**config.mk**
```make
export PLATFORM = sky130hd
export DESIGN_NAME = qspi_flash_rd_arb
export DESIGN_NICKNAME = d
export VERILOG_FILES = /design/src/rtl/qspi_flash_rd_arb.sv
export SDC_FILE = /design/constraint.sdc
export NUM_CORES = 1
export LEC_CHECK = 0
export CAP_MARGIN = 20
export CORE_UTILIZATION = 47
export DETAILED_ROUTE_END_ITERATION = 16
export PLACE_DENSITY = 0.82
export RECOVER_POWER = 100
export SYNTH_ARGS = -nofsm -noshare
export SYNTH_HDL_FRONTEND = slang
export SYNTH_SLANG_ARGS = --single-unit
```
**constraint.sdc**
```tcl
create_clock -name HCLK -period 2 [get_ports HCLK]
set_input_delay 0.2 -clock HCLK [delete_from_list [all_inputs] [get_ports HCLK]]
set_output_delay 0.2 -clock HCLK [all_outputs]
set_load 0.01 [all_outputs]
```
**src/rtl/qspi_flash_rd_arb.sv**
```systemverilog
// Two-port round-robin read sequencer for a quad-SPI flash (Fast Read Quad I/O, EBh).
// SCK runs at HCLK/2; every flash-side output is registered and changes on the SCK falling edge.
module qspi_flash_rd_arb #(
    parameter int          DUMMY   = 4,
    parameter logic [7:0]  MODE    = 8'hA0,
    parameter int          CSH_CYC = 4
) (
    input  logic        HCLK,
    input  logic        HRESETn,
    input  logic [1:0]  req,
    input  logic [23:0] addr0,
    input  logic [23:0] addr1,
    output logic [1:0]  gnt,
    output logic [1:0]  done,
    output logic [31:0] rdata,
    input  logic [3:0]  fdi,
    output logic [3:0]  fdo,
    output logic        fdoe,
    output logic        fsclk,
    output logic        fcen
);

    localparam logic [7:0] CMD_EB = 8'hEB;
    localparam int         CW     = $clog2(CSH_CYC + 1);

    typedef enum logic [2:0] {
        ST_IDLE, ST_CMD, ST_ADDR, ST_MODE, ST_DUMMY, ST_DATA, ST_DONE, ST_CSH
    } state_t;

    state_t         state_q, state_d;
    logic [3:0]     cnt_q, cnt_d;
    logic [CW-1:0]  csh_q, csh_d;
    logic           sel_q, sel_d;
    logic           rr_last_q, rr_last_d;
    logic [23:0]    addr_q, addr_d;
    logic [31:0]    rx_q, rx_d;
    logic [31:0]    rdata_q, rdata_d;
    logic [1:0]     done_q, done_d;
    logic           fsclk_q, fsclk_d;
    logic           fcen_q, fcen_d;
    logic           fdoe_q, fdoe_d;
    logic [3:0]     fdo_q, fdo_d;

    logic           win;
    logic           last;
    logic [2:0]     idx;

    always_ff @(posedge HCLK or negedge HRESETn) begin
        if (!HRESETn) begin
            state_q   <= ST_IDLE;
            cnt_q     <= 4'd0;
            csh_q     <= '0;
            sel_q     <= 1'b0;
            rr_last_q <= 1'b1;
            addr_q    <= 24'd0;
            rx_q      <= 32'd0;
            rdata_q   <= 32'd0;
            done_q    <= 2'b00;
            fsclk_q   <= 1'b0;
            fcen_q    <= 1'b1;
            fdoe_q    <= 1'b0;
            fdo_q     <= 4'hF;
        end else begin
            state_q   <= state_d;
            cnt_q     <= cnt_d;
            csh_q     <= csh_d;
            sel_q     <= sel_d;
            rr_last_q <= rr_last_d;
            addr_q    <= addr_d;
            rx_q      <= rx_d;
            rdata_q   <= rdata_d;
            done_q    <= done_d;
            fsclk_q   <= fsclk_d;
            fcen_q    <= fcen_d;
            fdoe_q    <= fdoe_d;
            fdo_q     <= fdo_d;
        end
    end

    always_comb begin
        state_d   = state_q;
        cnt_d     = cnt_q;
        csh_d     = csh_q;
        sel_d     = sel_q;
        rr_last_d = rr_last_q;
        addr_d    = addr_q;
        rx_d      = rx_q;
        rdata_d   = rdata_q;
        done_d    = 2'b00;
        fsclk_d   = fsclk_q;
        fcen_d    = fcen_q;
        fdoe_d    = fdoe_q;
        fdo_d     = fdo_q;
        gnt       = 2'b00;
        win       = 1'b0;
        // cnt counts remaining SCKs in the state; idx picks the next bit/nibble to shift out
        last      = (cnt_q == 4'd0);
        idx       = cnt_q[2:0] - 3'd1;

        case (state_q)
            ST_IDLE: begin
                // HRESETn gate keeps the combinational grant quiet while held in reset
                if (HRESETn && (req != 2'b00)) begin
                    win       = (req == 2'b11) ? ~rr_last_q : req[1];
                    gnt       = win ? 2'b10 : 2'b01;
                    sel_d     = win;
                    rr_last_d = win;
                    addr_d    = win ? addr1 : addr0;
                    state_d   = ST_CMD;
                    cnt_d     = 4'd7;
                    fcen_d    = 1'b0;
                    fdoe_d    = 1'b1;
                    fdo_d     = {3'b111, CMD_EB[7]};
                end
            end
            ST_DONE: begin
                fcen_d  = 1'b1;
                fsclk_d = 1'b0;
                done_d  = sel_q ? 2'b10 : 2'b01;
                rdata_d = {rx_q[7:0], rx_q[15:8], rx_q[23:16], rx_q[31:24]};
                state_d = ST_CSH;
                csh_d   = CW'(CSH_CYC - 1);
            end
            ST_CSH: begin
                if (csh_q == '0) state_d = ST_IDLE;
                else             csh_d   = csh_q - CW'(1);
            end
            default: begin
                if (!fsclk_q) begin
                    fsclk_d = 1'b1;
                end else begin
                    // falling SCK edge: sample fdi, shift the next output, step the counter
                    fsclk_d = 1'b0;
                    cnt_d   = cnt_q - 4'd1;
                    case (state_q)
                        ST_CMD: begin
                            if (!last) fdo_d = {3'b111, CMD_EB[idx]};
                            else begin
                                state_d = ST_ADDR;
                                cnt_d   = 4'd5;
                                fdo_d   = addr_q[23:20];
                            end
                        end
                        ST_ADDR: begin
                            if (!last) fdo_d = 4'(addr_q >> {idx, 2'b00});
                            else begin
                                state_d = ST_MODE;
                                cnt_d   = 4'd1;
                                fdo_d   = MODE[7:4];
                            end
                        end
                        ST_MODE: begin
                            if (!last) fdo_d = MODE[3:0];
                            else begin
                                state_d = ST_DUMMY;
                                cnt_d   = 4'(DUMMY - 1);
                                fdoe_d  = 1'b0;
                                fdo_d   = 4'hF;
                            end
                        end
                        ST_DUMMY: begin
                            if (last) begin
                                state_d = ST_DATA;
                                cnt_d   = 4'd7;
                            end
                        end
                        ST_DATA: begin
                            rx_d = {rx_q[27:0], fdi};
                            if (last) state_d = ST_DONE;
                        end
                        default: ;
                    endcase
                end
            end
        endcase
    end

    assign done  = done_q;
    assign rdata = rdata_q;
    assign fdo   = fdo_q;
    assign fdoe  = fdoe_q;
    assign fsclk = fsclk_q;
    assign fcen  = fcen_q;

endmodule

```
Word level (Yosys, flattened, before mapping)
Memory sizes are Yosys's and may differ from the RTL's.
Index checks and enable logic that the tools add are counted.
W data, S select, Z words.
{"block": "op_classes", "add_sub_neg": 3, "order_cmp": 1, "n_eq_ne": 16, "shifts": 1, "muxes": 44, "bitwise_logic": 3, "reduce_logical": 24}
{"operator": "$mux W4", "n": 11}
{"operator": "$mux W3", "n": 9}
{"operator": "$mux W24", "n": 1}
{"operator": "$shr A24 B5 Y4", "n": 1}
{"operator": "$ne A5 B5 Y1 const B", "n": 4}
{"operator": "$pmux W4 S2", "n": 2}
{"operator": "$pmux W4 S4", "n": 1}
{"operator": "$pmux W3 S5", "n": 1}
{"operator": "$eq A3 B3 Y1 const B", "n": 4}
{"operator": "$pmux W4 S3", "n": 1}
{"operator": "$reduce_bool A2 Y1", "n": 6}
{"operator": "$mux W2", "n": 5}
{"operator": "$pmux W3 S3", "n": 1}
{"operator": "$reduce_and A9 Y1", "n": 1}
{"operator": "$mux W1", "n": 8}
{"operator": "$reduce_bool A4 Y1", "n": 2}
{"operator": "$reduce_bool A8 Y1", "n": 1}
{"operator": "$eq A3 B2 Y1 const B", "n": 2}
{"operator": "$logic_not A3 Y1", "n": 2}
{"operator": "$ne A2 B2 Y1 const B", "n": 3}
{"operator": "$pmux W1 S2", "n": 3}
{"operator": "$pmux W3 S2", "n": 1}
{"operator": "$reduce_and A2 Y1", "n": 3}
{"operator": "$reduce_and A3 Y1", "n": 2}
{"operator": "13 further kinds", "n": 17}
{"block": "totals", "ff_bits": 109, "mem_bits_ro": 8, "output_inout_bits": 43, "wordCells": 106, "n_memories": 1}
{"name": "(name not given)", "depth": 8, "width": 1, "read_ports": 1, "rd_clocked_by_memory_dff": 0, "wr": 0, "line_no": "137", "rtl": "if (!last) fdo_d = {3'b111, CMD_EB[idx]};"}

Logic depth before layout (Yosys ltp)
Gate-level depths: netlist of the first run.
{"block": "logic_depth", "depth_word": 7, "ltp_mapped": 8, "mapped_depth_nobuf": 6}

Worst setup path after synthesis of the first run
OpenSTA, ideal clock, no wires.
{"block": "synth_timing", "path_kind": "reg-to-reg", "start": "register cnt_q[0]", "end": "register fdo_q[0] (netlist: fdo[0])", "arrival_time_ns": 1.898, "setup_slack_ns": 0.018, "stages_incl_launch_ff": 8, "n_path_buf": 2, "synth_period_minus_slack_ns": 1.982, "cell_sequence": "dfrtp_1 buf_6 inv_1 ha_1 clkbuf_1 mux4_2 and3_1 o32a_1"}
{"block": "synth_via", "elab_chain_len": 7, "word_cells_on_any_way": 11, "cone_classes": "add/sub (1); shift (1); mux (7); reduce/logical (1); memory (1)"}
{"element": "from (decl)", "line_no": "31", "rtl": "logic [3:0] cnt_q, cnt_d;"}
{"element": "from (signal assigned)", "line_no": "65", "rtl": "cnt_q <= cnt_d;"}
{"element": "$sub A3 B1 Y3", "line_no": "98", "rtl": "idx = cnt_q[2:0] - 3'd1;"}
{"element": "$mem_v2 Z8 W1"}
{"element": "$mux W1 (not written as such)", "line_no": "137"}
{"element": "$mux W4", "line_no": "137"}
{"element": "$pmux W4 S3 *", "line_no": "135", "rtl": "case (state_q)"}
{"element": "$mux W4 *", "line_no": "129", "rtl": "if (!fsclk_q) begin"}
{"element": "$pmux W4 S2 *", "line_no": "100", "rtl": "case (state_q)"}
{"element": "to (signal assigned)", "line_no": "76", "rtl": "fdo_q <= fdo_d;"}
{"element": "to (decl)", "line_no": "42", "rtl": "logic [3:0] fdo_q, fdo_d;"}
Every way passes the cells marked *; elsewhere a longest branch is shown, timed or not. The select of a mux whose other input is x is not followed.
A chain may end at the register's enable or synchronous reset.

Worst setup path in the final report of the first run
{"block": "layout_timing", "start": "register cnt_q[1]", "end": "register fdo_q[0] (netlist: fdo[0])"}
Same word-level chain as after synthesis.

==> flow_summary.yaml, run 1 <==
status:
  status: "finished clean"
hold_path:
  worstHoldPathType: "input pin to flip-flop"
die:
  initial_core_util_pct: 48.39
  fp.dieH_um: 105.1
  fp-row-count: 37
  core-area_sq_mm: 0.01032
  num_io_pins: 99
  fp.dieArea_sq_mm: 0.01105
  die_x_um: 105.1
worst_setup_path:
  cp.arrival_ps: 2170
  required_ps: 2300
  r2r_setup_slack_ps: 130
  path_class: "flip-flop to flip-flop"
  cp-end-kind: "flip-flop"
  start_kind: "flip-flop"
  critPathMaxFanout: 9
clock_network:
  cts_buffer_depth: 2
  clkTransAtPathRegs_ps: 100
  cts_sinks: 109
  cts_buffers: 9
  root_buffer: "clkbuf_8"
  cts_max_level: 3
  clk-insertion-delay-late_ps: 370
  cts_tree: "yes"
  cts_setup_buffers: 0
pwr:
  p_switching_w: 0.002452
  internal_power_w: 0.004502
  power_frac_comb_pct: 36.7
  sw_frac_of_total_pct: 35.26
  powerDensity_mw_per_mm2: 1095
  seqPwrFrac_pct: 45.4
  worst_ir_drop_vdd_v: 0.0005607
  leakagePower_nw: 3.184
  clock_power_share_pct: 17.9
global_route:
  grt-ovfl-total: 0
  antenna_found_initial: 0
  track_usage_pct: 20.18
  grt_max_degree: 110
  grt_pass1_wl_mm: 17.62
  grt_pass1_vias: 3752
job:
  max_cap_violations: 0
synthesis:
  avgSynthCellArea_sq_um: 10.79
  synth_top_family_by_area: "simple AND/OR/NAND/NOR gates"
  synthMuxAreaShare_pct: 15.45
  synth_simple_gate_area_share_pct: 15.75
  syn_area_sq_mm: 0.004996
  synth_seq_cells: 109
  async_flop_share_pct: 100.0
  synthAdderAreaFrac_pct: 1.252
  synthXorXnorAreaFrac_pct: 0.5259
  ys.flop_type: "dfrtp_1"
  yosysWarnings: 0
  ys_types: 58
  synth_nets: 524
  synth_seq_area_share_pct: 54.75
  synth_edf_count: 0
  syn_inst: 463
  synth-compound-area-share_pct: 8.640
sta:
  maxSlewViolCount: 0
  rsz0062_at_grt: "false"
  whs_ps: 428.6
  setup_violations: 0
  post-route-period-util_pct: 93.56
  finClkSkew_ps: 12.89
  finalCriticalPeriod_ps: 1871
  tightest_slew_ps: 1314
  slew_headroom_pct: 12.37
  fmax_ghz: 0.5344
  hold_viol: 0
detailed_routing:
  viasPerCell: 5.325
  drc_errors: 0
  route.final.wire_length_mm: 10.46
  drt-initial-drc-count: 193
  drtAntennaViolNets: 0
  firstDrtPassIters: 4
  vias: 3733
  wire_per_inst_um: 14.93
place:
  hpwlAfterDp_mm: 7.490
  place_congestion: 0.9003
  io_buffers: 98
layout:
  antenna_cells: 0
  final_util_pct: 61.51
  nets: 622
  syn_to_final_growth_pct: 27.10
  final_cell_mix: "128 x nand2_1, 103 x dfrtp_1, 54 x clkdlybuf4s50_1"
  drive_gt1_share_pct: 11.50
  final_common_cell: "nand2_1"
==> final timing paths <==
kind,cells past startpoint,endpoint,from
worst max-delay path,6,fdo[0],cnt_q[1]
worst min-delay path,2,rx_q[2],fdi[2]
worst max register to register,6,fdo[0],cnt_q[1]
worst min register to register,2,fcen,fcen
max in group asynchronous,3,fsclk,HRESETn
min in group asynchronous,3,rdata[7],HRESETn
==> per-stage QoR <==
stage               cells  setup WS, ps  instance area, sq um  setup TNS (ps)  total power (W)
global route          701         30.99                  6350               0         0.007407
floorplan             463         18.49                  4996               0         0.004844
CTS                   701         23.69                  6381               0         0.007037
global placement      685        -57.55                  6180          -57.55         0.005624
finish                701         128.7                  6350               0         0.006954
detailed placement    685        -91.31                  6180          -91.31         0.005766
==> final cells by class <==
| class | instances | area, sq um |
|---|---|---|
| Clock buffer | 9 | 123.9 |
| Clock inverter | 6 | 61.31 |
| Fill cell | 821 | 3974 |
| Inverter | 8 | 30.03 |
| Multi-Input combinational cell | 316 | 2107 |
| Sequential cell | 109 | 2735 |
| Tap cell | 136 | 170.2 |
| Timing Repair Buffer | 117 | 1122 |
==> worst max-delay path: stages, from the launching register on <==
cell	delay, ps
dfrtp_1	420
inv_1	130
ha_2	290
or3b_4	430
nand2_1	100
o211ai_1	100
o32a_1	350
==> state kept, by name (all words and copies together), names as in the netlist <==
signal and flops:
rdata 32, rx_q 32, addr_q 24, cnt_q 4
fdo 4, csh_q 3, state_q 3, done 2
fcen 1, fdoe 1, fsclk 1, rr_last_q 1
sel_q 1
==> power groups by stage <==
stage	registers [W]	logic (W)	clock network (W)
after global routing	0.00322	0.00281	0.00137
final	0.00315	0.00255	0.00125
after detailed placement	0.00320	0.00257	0
after global placement	0.00316	0.00247	0
after CTS	0.00317	0.00260	0.00128
after floorplan	0.00308	0.00177	0
==> Yosys cell counts (2+ instances only) <==
master | number | area [sq um]
o32a_1 | 3 | 30.03
nor2_1 | 8 | 30.03
clkbuf_1 | 12 | 45.04
buf_2 | 13 | 65.06
nand3_1 | 6 | 30.03
nand2b_1 | 3 | 18.77
buf_6 | 2 | 22.52
o21a_1 | 2 | 15.01
and3_1 | 4 | 25.02
o21ai_1 | 2 | 10.01
or3_1 | 2 | 12.51
mux2_1 | 27 | 304.0
or2_1 | 2 | 12.51
o31ai_1 | 4 | 30.03
a21oi_1 | 11 | 55.05
a21o_1 | 3 | 22.52
mux4_2 | 3 | 67.56
dfstp_2 | 6 | 157.7
buf_4 | 2 | 15.01
dfrtp_1 | 103 | 2577
nor3b_1 | 2 | 15.01
xor2_1 | 2 | 17.52
nand2_1 | 127 | 476.7
o21ai_0 | 25 | 125.1
a211oi_1 | 3 | 22.52
mux2_2 | 11 | 123.9
inv_1 | 8 | 30.03
mux2i_1 | 25 | 250.2
a31oi_1 | 3 | 18.77
nor3_1 | 6 | 30.03
ha_1 | 5 | 62.56
nor3b_2 | 2 | 25.02
==> what timing repair did <==
item / in CTS / in global routing
endpoints found under the hold margin: 103 / 0
hold buffers: 1 / 0
pin swaps: 1 / 0
resized for setup: 4 / 5
endpoints found under the setup margin: 2 / 6
==> kinds of logic after synthesis <==
| family | after synthesis |
|---|---|
| compound gates | 67 |
| fa+ha+maj | 5 |
| xor+xnor | 3 |
| mux | 67 |
| simple gates | 174 |
| flops | 109 |
| buf+inv | 38 |
==> layer usage <==
metal	vias up	part of all wire, %	global-route usage [%]
met5	-	0	0
li1	1788	-	-
met3	22	3.7	3.306
met1	1831	44	26.48
met4	0	2.2	8.853
met2	92	51	33.11
Power figures use the tool's default switching activity.
==> inputs of run 2 (changes only) <==
--- a/config.mk
+++ b/config.mk
@@ -6,8 +6,11 @@
 export NUM_CORES = 1
 export LEC_CHECK = 0
 export CAP_MARGIN = 20
+export CORE_ASPECT_RATIO = 1.75
 export CORE_UTILIZATION = 47
+export CTS_BUF_LIST = sky130_fd_sc_hd__clkbuf_16
 export DETAILED_ROUTE_END_ITERATION = 16
+export MAX_ROUTING_LAYER = met4
 export PLACE_DENSITY = 0.82
 export RECOVER_POWER = 100
 export SYNTH_ARGS = -nofsm -noshare
==> flow_summary.yaml, run 2 (same netlist as run 1, synthesis figures left out) <==
layout:
  antenna_cells: 0
  final_cells: 695
  fillers: 842
  syn_to_final_growth_pct: 29.08
  drive_gt1_share_pct: 11.62
  final_cell_mix: "128 x nand2_1, 103 x dfrtp_1, 54 x clkdlybuf4s50_1"
  nets: 624
  final_common_cell: "nand2_1"
place:
  place_congestion: 0.9380
  io_buffers: 98
  placed_cells: 679
  hpwlAfterDp_mm: 7.694
  dpl_worst_slack_ps: -41.91
sta:
  finClkSkew_ps: 5.398
  fin_ws_ps: 65.37
  maxSlewViolCount: 0
  setup_violations: 0
  setup_tns_ps: 0
  tightest_slew_ps: 942.3
  hold_viol: 0
  fmax_ghz: 0.5169
  finalCriticalPeriod_ps: 1935
  post-route-period-util_pct: 96.73
  slew_headroom_pct: 37.18
detailed_routing:
  vias: 3702
  drtAntennaViolNets: 0
  firstDrtPassIters: 6
  wire_per_inst_um: 14.84
  drt-initial-drc-count: 206
  viasPerCell: 5.327
  drc_errors: 0
  route.final.wire_length_mm: 10.32
worst_setup_path:
  cp-end-kind: "flip-flop"
  r2r_cells: 6
  slowest_stage: "or3b_4"
  cp_cell_sequence: "inv_1 -> ha_2 -> or3b_4 -> a21oi_1 -> a211oi_1 -> a211oi_1"
  critPathMaxFanout: 11
  crit_path_frequent_cell: "a211oi_1"
  cpPeakStageDelay_ps: 440
  r2r_setup_slack_ps: 70
  required_ps: 2230
  reg2reg_from: "cnt_q[1]"
  start_kind: "flip-flop"
  cp.arrival_ps: 2160
  reg2reg_to: "cnt_q[1]"
  path_class: "flip-flop to flip-flop"
die:
  fp-row-count: 49
  core-area_sq_mm: 0.01030
  num_io_pins: 99
  fp.dieArea_sq_mm: 0.01106
  die_x_um: 79.94
  initial_core_util_pct: 48.51
  fp.dieH_um: 138.4
clock_network:
  cts_max_level: 3
  cts_buffers: 9
  postCtsHoldBufs: 0
  cts_tree: "yes"
  clk-insertion-delay-late_ps: 340
  cts_buffer_depth: 2
  cts_setup_buffers: 0
  cts_sinks: 109
  root_buffer: "clkbuf_16"
  clkTransAtPathRegs_ps: 70
pwr:
  leakagePower_nw: 3.244
  powerDensity_mw_per_mm2: 1159
  power_w: 0.007473
  worst_ir_drop_vdd_v: 0.0005628
global_route:
  grt_pass1_wl_mm: 17.48
  track_usage_pct: 21.03
  grt-ovfl-total: 0
  antenna_found_initial: 0
  grt_max_degree: 69
  grt_pass1_vias: 3720
status:
  status: "finished clean"
job:
  max_cap_violations: 0
hold_path:
  worstHoldPathType: "input pin to async pin"
-- run 2: cell types whose count changed in the layout (fill, tap and decap cells not counted), sizes merged --
cell,change
dlygate4sd3,-1
clkinv,-3
buf,+2
clkbuf,+1
inv,+4
bufinv,+1
clkinvlp,-1
-- run 2: cell type report --
class | instances | area [sq um] | area share, %
timing repair buffer | 119 | 1116 | 17.31
clock inverter | 7 | 80.08 | 1.242
clock buffer | 9 | 225.2 | 3.492
tap | 127 | 158.9 | 2.464
sequential | 109 | 2735 | 42.41
multi-input combinational | 316 | 2103 | 32.62
inverter | 8 | 30.03 | 0.4657
-- run 2: per-stage QoR --
stage | instance area (sq um) | hold WS [ps] | util, %
global route | 6449 | 250.8 | 62.61
CTS | 6496 | 107.9 | 63.07
detailed placement | 6191 | 450.2 | 60.11
finish | 6449 | 166.3 | 62.61
floorplan | 4996 | -95.59 | -
global placement | 6191 | 437.4 | 60.11
-- run 2: how the worst max path moves through the flow --
stage / start / to / slack (ps) / cells after the start
floorplan: cnt_q[0] / fdo[0] / 20 / 7
global placement: req[1] / gnt[0] / -60 / 5
detailed placement: req[1] / gnt[0] / -40 / 5
CTS: cnt_q[1] / fdo[0] / 60 / 6
global route: cnt_q[1] / cnt_q[1] / -10 / 6
finish: cnt_q[1] / cnt_q[1] / 70 / 6
-- run 2: where the power goes --
| group | switching, W | total [W] | internal, W |
|---|---|---|---|
| sequential | 0.000402 | 0.00316 | 0.00275 |
| clock | 0.000817 | 0.00181 | 0.000992 |
| combinational | 0.00125 | 0.00251 | 0.00126 |
-- run 2: per-layer routing --
layer,vias up,wire (um),GRT usage (%)
li1,1789,-,-
met5,-,0,-
met3,24,389,3.894
met1,1770,4050,22.57
met4,0,325,9.398
met2,119,5550,36.71
-- run 2: what timing repair did --
| item | 4_1_cts | 5_1_grt |
|---|---|---|
| pin swaps | 1 | 0 |
| setup endpoints to repair | 2 | 7 |
| resized for setup | 3 | 3 |
-- run 2: critical path: cells and delay by family, from the launching register on --
kind                       cells  cell delay (ps)
AOI/OAI and AO/OA              3              530
adders and majority gates      1              320
buffers and inverters          1              130
DFF                            1              400
and+or+nand+nor                1              440
==> RTL edit 1 (settings of run 1) <==
`CSH_CYC`: 4 -> 2.
--- a/src/rtl/qspi_flash_rd_arb.sv
+++ b/src/rtl/qspi_flash_rd_arb.sv
@@ -4,5 +4,5 @@
     parameter int          DUMMY   = 4,
     parameter logic [7:0]  MODE    = 8'hA0,
-    parameter int          CSH_CYC = 4
+    parameter int          CSH_CYC = 2
 ) (
     input  logic        HCLK,
Behaviour: no difference found for any inputs over 10 cycles, from zero or initial values and one cycle with HRESETn low; that may be too few to reach the edited logic, so the function may still have changed.
==> RTL edit 1 against run 1 <==
Sequential cell count decreased by 1; sequential share of layout area decreased by 0.17 points; core utilization increased by 2.2 points; synthesized area decreased by 2.1%; final area decreased by 0.53%; routed wire length down 4.5%; worst setup slack worse by 0.040 ns; total power is 5.3% lower; clock skew shrank 0.0023 ns; critical path type unchanged.
==> RTL edit 1: results (changes against run 1) <==
stage	metric	value	unit	change
drt	first_pass_iters	4		unchanged
synthesis	ys_top_cells_by_count	dfrtp_1 (102), mux2_2 (68), nand2_1 (39)		was nand2_1 (127), dfrtp_1 (103), mux2_1 (27)
synthesis	synth_warnings	0		unchanged
outcome	status	finished clean		unchanged
final_layout	nFillCells	783		was 821
synthesis	ys_types	46		was 58
grt	gr-usage-all-layers	19.6	%	was 20.2%
drt	wl_per_cell	15.7	um	was 14.9 um
placement	port_buffers	98		unchanged
grt	gr-usage-met3	3.26	%	was 3.31%
final_layout	drive_above_1_share	24.2	%	was 11.5%
clocking	cts_buffer_depth	2		unchanged
final_layout	layout.nets	560		was 622
final_layout	diodes	0		unchanged
clocking	htreeDepth	3		unchanged
drt	drtIter0Drc	146		was 193
clocking	cts_buffers	9		unchanged
placement	place_congestion	0.812		was 0.900
synthesis	synthArstFlopShare	100	%	unchanged
clocking	clk_pin_slew_worst_paths	0.11	ns	
critical_path	crit_fanout	9		unchanged
grt	met2_usage	32.3	%	was 33.1%
min_path	hold_class	in -> reg		unchanged
final_layout	fin_util	63.7	%	was 61.5%
synthesis	synth_area_leaders	dfrtp_1 (52%), mux2_2 (16%), mux2i_1 (5.9%)		was dfrtp_1 (52%), nand2_1 (9.5%), mux2_1 (6.1%)
synthesis	synth-seq-area-share	55.4	%	was 54.7%
pwr	ir_drop	0.548	mV	was 0.561 mV
placement	post_dp_cell_area	6100	um2	was 6180 um2
grt	grt_max_degree	59		was 110
placement	hpwl	7290	um	was 7490 um
clocking	worstSkewPairLatency	0.37	ns	about the same
synthesis	syn-num-nets	455		was 524
timing	finalClockSkew	0.0106	ns	was 0.0129 ns
grt	grt_antenna_before_repair	0		unchanged
grt	grt_pass1_wl	17000	um	was 17600 um
clocking	root_buffer	clkbuf_8		unchanged
grt	met1_usage	26.7	%	was 26.5%
timing	worst_slew_margin_rel	53.1	%	was 12.4%
drt	via_count	3358		was 3733
pwr	cellLeakagePower	3.07	nW	was 3.18 nW
synthesis	synth_ff_type	dfrtp_1		unchanged
-- RTL edit 1: layout make-up --
type                            instances  share of cell area (%)
Clock buffer                            9                    1.96
Clock inverter                          7                    1.62
Inverter                                9                   0.535
Multi-Input combinational cell        253                    32.6
Sequential cell                       108                    42.9
Tap cell                              133                    2.63
Timing Repair Buffer                  119                    17.7
-- RTL edit 1: cells by family after synthesis --
logic type                 count (synthesis)  synth area share [%]
buffers and inverters                     34                  3.09
muxes                                    104                  24.3
AOI/OAI and AO/OA                         59                  7.37
DFF                                      108                  55.4
and+or+nand+nor                           84                  8.39
xor gates and xnor gates                   1                 0.179
adders and majority gates                  5                  1.23
-- RTL edit 1: stage by stage --
step	instances	hold WS, ns	worst slack [ns]
2_1_floorplan	395	-0.0956	0.00440
3_3_place_gp	620	0.371	-0.110
3_5_place_dp	620	0.374	-0.149
4_1_cts	638	0.354	0.0207
5_1_grt	638	0.419	0.00375
6_report	638	0.363	0.0884
-- RTL edit 1: worst max-delay path, stage by stage, from the launching register on --
cell	delay (ns)
dfrtp_1	0.42
inv_1	0.15
ha_4	0.21
or3b_4	0.42
maj3_2	0.33
or3b_2	0.19
o211ai_1	0.08
-- RTL edit 1: final timing paths --
| check | start | to | slack, ns | cells after the start |
|---|---|---|---|---|
| worst max register to register | cnt_q[1] | cnt_q[3] | 0.09 | 6 |
| min in group asynchronous | HRESETn | rdata[11] | 0.56 | 3 |
| max in group asynchronous | HRESETn | addr_q[19] | 0.30 | 4 |
| worst min register to register | fcen | fcen | 0.47 | 2 |
| worst min-delay path | HRESETn | sel_q | 0.36 | 4 |
| worst max-delay path | cnt_q[1] | cnt_q[3] | 0.09 | 6 |
-- RTL edit 1: repair_timing --
| action | CTS | global route |
|---|---|---|
| pin swaps | 1 | 0 |
| cloned | 0 | 0 |
| hold buffers | 1 | 0 |
| setup endpoints to repair | 2 | 5 |
| endpoints found under the hold margin | 50 | 0 |
| resized for setup | 4 | 2 |
| buffers inserted | 1 | 0 |
-- RTL edit 1: power by group --
group / total (mW) / leakage, nW / switching [mW] / internal (mW)
registers: 2.93 / 1.42 / 0.290 / 2.64
logic: 2.20 / 1.54 / 1.07 / 1.14
clock network: 1.45 / 0.114 / 0.822 / 0.627
-- RTL edit 1: layer usage --
| metal | wire length, um | vias to the layer above |
|---|---|---|
| li1 | - | 1614 |
| met5 | 0 | - |
| met3 | 359 | 13 |
| met1 | 4460 | 1648 |
| met2 | 5010 | 83 |
| met4 | 161 | 0 |
==> RTL edit 2 (flow settings as in run 1) <==
Made on the original files. The 8 states of `state_t` get a one-hot encoding in 8 bits.
--- a/src/rtl/qspi_flash_rd_arb.sv
+++ b/src/rtl/qspi_flash_rd_arb.sv
@@ -24,6 +24,6 @@
     localparam int         CW     = $clog2(CSH_CYC + 1);
 
-    typedef enum logic [2:0] {
-        ST_IDLE, ST_CMD, ST_ADDR, ST_MODE, ST_DUMMY, ST_DATA, ST_DONE, ST_CSH
+    typedef enum logic [7:0] {
+        ST_IDLE = 8'b00000001, ST_CMD = 8'b00000010, ST_ADDR = 8'b00000100, ST_MODE = 8'b00001000, ST_DUMMY = 8'b00010000, ST_DATA = 8'b00100000, ST_DONE = 8'b01000000, ST_CSH = 8'b10000000
     } state_t;
 
Function: no difference found for any inputs over 10 cycles, from zero or initial values and one cycle with HRESETn low; not proved beyond that.
==> RTL edit 2 against run 1 <==
The flow now finishes with violations (setup timing); via count rose by 18%; worst setup slack worse by 0.19 ns; core utilization grew 7.7 points; global-route usage grew 4.8 points; non-clock buffer count up 35; routed wire length grew 37%; final area is 19% higher; synthesized area grew 6.5%; cell count up 12%; sequential cell count rose by 5; clock skew is 0.0053 ns lower; largest cell class unchanged.
Power is not compared: it rests on default switching activity, and its combinational part moved more than twofold at a synthesized area within 25%.
==> RTL edit 2: results (changes against run 1) <==
stage	metric	value	unit	change
placement	port_buffers	98		unchanged
grt	grt_pass1_vias	4504		was 3752
synthesis	synth_compound_area_share	8.63	%	was 8.64%
drt	first_pass_iters	5		was 4
drt	wl_per_cell	18.3	um	was 14.9 um
clocking	root_buffer	clkbuf_16		was clkbuf_8
critical_path	crit_fanout	4		was 9
clocking	clk_pin_slew_worst_paths	0.05	ns	was 0.10 ns
synthesis	synth_area_leaders	dfrtp_1 (50%), nand2_1 (9.4%), mux2_2 (8.0%)		was dfrtp_1 (52%), nand2_1 (9.5%), mux2_1 (6.1%)
synthesis	synth_ff_type	dfrtp_1		unchanged
pwr	ir_drop	0.676	mV	
grt	gr-usage-all-layers	24.9	%	was 20.2%
outcome	violations	setup timing		
critical_path	path_delay_family	simple AND/OR/NAND/NOR gates		unchanged
synthesis	synth_warnings	0		unchanged
synthesis	synth-seq-area-share	53.8	%	was 54.7%
clocking	cts_buffer_depth	2		unchanged
drt	via_count	4423		was 3733
placement	hpwl	8340	um	was 7490 um
clocking	cts_buffers	17		was 9
clocking	htreeDepth	4		was 3
outcome	status	complete, but fails checks		was finished clean
synthesis	ys_top_cells_by_count	nand2_1 (133), dfrtp_1 (107), mux2_2 (38)		was nand2_1 (127), dfrtp_1 (103), mux2_1 (27)
final_layout	drive_above_1_share	25.9	%	was 11.5%
timing	tightest_slew	1.01	ns	was 1.31 ns
timing	finalSetupTns	-1.28	ns	was 0 ns
grt	grt_pass1_wl	22200	um	was 17600 um
clocking	worstSkewPairLatency	0.41	ns	was 0.37 ns
final_layout	layout.nets	693		was 622
synthesis	synthArstFlopShare	100	%	unchanged
final_layout	diodes	0		unchanged
grt	grt_max_degree	115		was 110
pwr	cellLeakagePower	3.84	nW	
timing	finalClockSkew	0.00757	ns	was 0.0129 ns
critical_path	slowest_stage	dfrtp_2		was or3b_4
min_path	hold_class	in -> reg		unchanged
synthesis	ys_types	59		was 58
synthesis	yosys.area_share.xor_xnor	1.15	%	was 0.526%
drt	drtIter0Drc	344		was 193
synthesis	synth_fa_ha_area_share	1.18	%	was 1.25%
placement	pre_cts_ws	-0.0353	ns	was -0.0913 ns
synthesis	syn-num-nets	554		was 524
timing	finalWorstSetupSlack	-0.0603	ns	was 0.129 ns
critical_path	critical_path_arrival	2.35	ns	was 2.17 ns
grt	grt_antenna_before_repair	0		unchanged
critical_path	slowest_delay	0.47	ns	was 0.43 ns
synthesis	muxShareOfSynthArea	14.8	%	was 15.5%
timing	setup_viol	36		was 0
placement	place_congestion	0.849		was 0.900
==> RTL edit 2: cell count changes in the layout (fill, tap and decap cells not counted), moves of 8 or more <==
cell / delta
buf_4: +31
mux2_1: -27
mux2_2: +27
clkbuf_16: +17
o21ai_0: +10
a21oi_1: -9
nor2_1: +8
==> RTL edit 2: area by class of cell <==
cell class	instances	area, um2
clock buffers	25	515
clock inverters	7	120
fillers	697	3370
inverters	8	32.5
multi-input cells	339	2400
flip-flops and latches	114	2870
well taps	140	175
repair buffers	152	1460
==> RTL edit 2: through the flow <==
step	utilization, %	instances	area (um2)
2_1_floorplan	-	493	5380
3_3_place_gp	60.9	732	6660
3_5_place_dp	60.9	732	6660
4_1_cts	67.9	774	7430
5_1_grt	69.2	785	7570
6_report	69.2	785	7570
==> RTL edit 2: repair_timing <==
action | CTS | global route
endpoints found under the hold margin | 107 | 0
setup endpoints to repair | 55 | 83
buffers inserted | 8 | 11
pin swaps | 4 | 10
gates cloned | 1 | 0
hold buffers | 1 | 0
resized for setup | 12 | 22
==> RTL edit 2: cell families (layout without fill, tap and decap cells) <==
group	after synthesis	in the layout
mux	69	69
flops	114	114
xor+xnor	7	7
compound gates	70	70
fa+ha+maj	5	5
buf+inv	40	192
simple gates	188	188
==> RTL edit 2: power by group <==
group          switching (mW)  internal, mW
logic                  0.0883         0.127
registers             0.00306          2.31
clock network            1.05          2.16
total                    1.14          4.60
==> RTL edit 2: path summary, 6_finish.rpt <==
| path | start | endpoint | slack, ns | cells past startpoint |
|---|---|---|---|---|
| setup / recovery | state_q[2] | cnt_q[3] | -0.06 | 7 |
| hold / removal | fdi[1] | rx_q[1] | 0.40 | 2 |
| setup reg to reg | state_q[2] | cnt_q[3] | -0.06 | 7 |
| hold reg to reg | rdata[7] | rdata[7] | 0.47 | 2 |
| max in group asynchronous | HRESETn | state_q[1] | 0.46 | 3 |
| min in group asynchronous | HRESETn | rdata[28] | 0.81 | 3 |
==> RTL edit 2: metal layers <==
layer	part of all wire [%]	vias to the layer above	routed length [um]	track usage, %
met2	51	193	7300	41.2
li1	-	1977	-	-
met5	0	-	0	0
met1	39	2196	5650	30.7
met4	3.9	0	559	11.3
met3	5.8	57	836	6.45
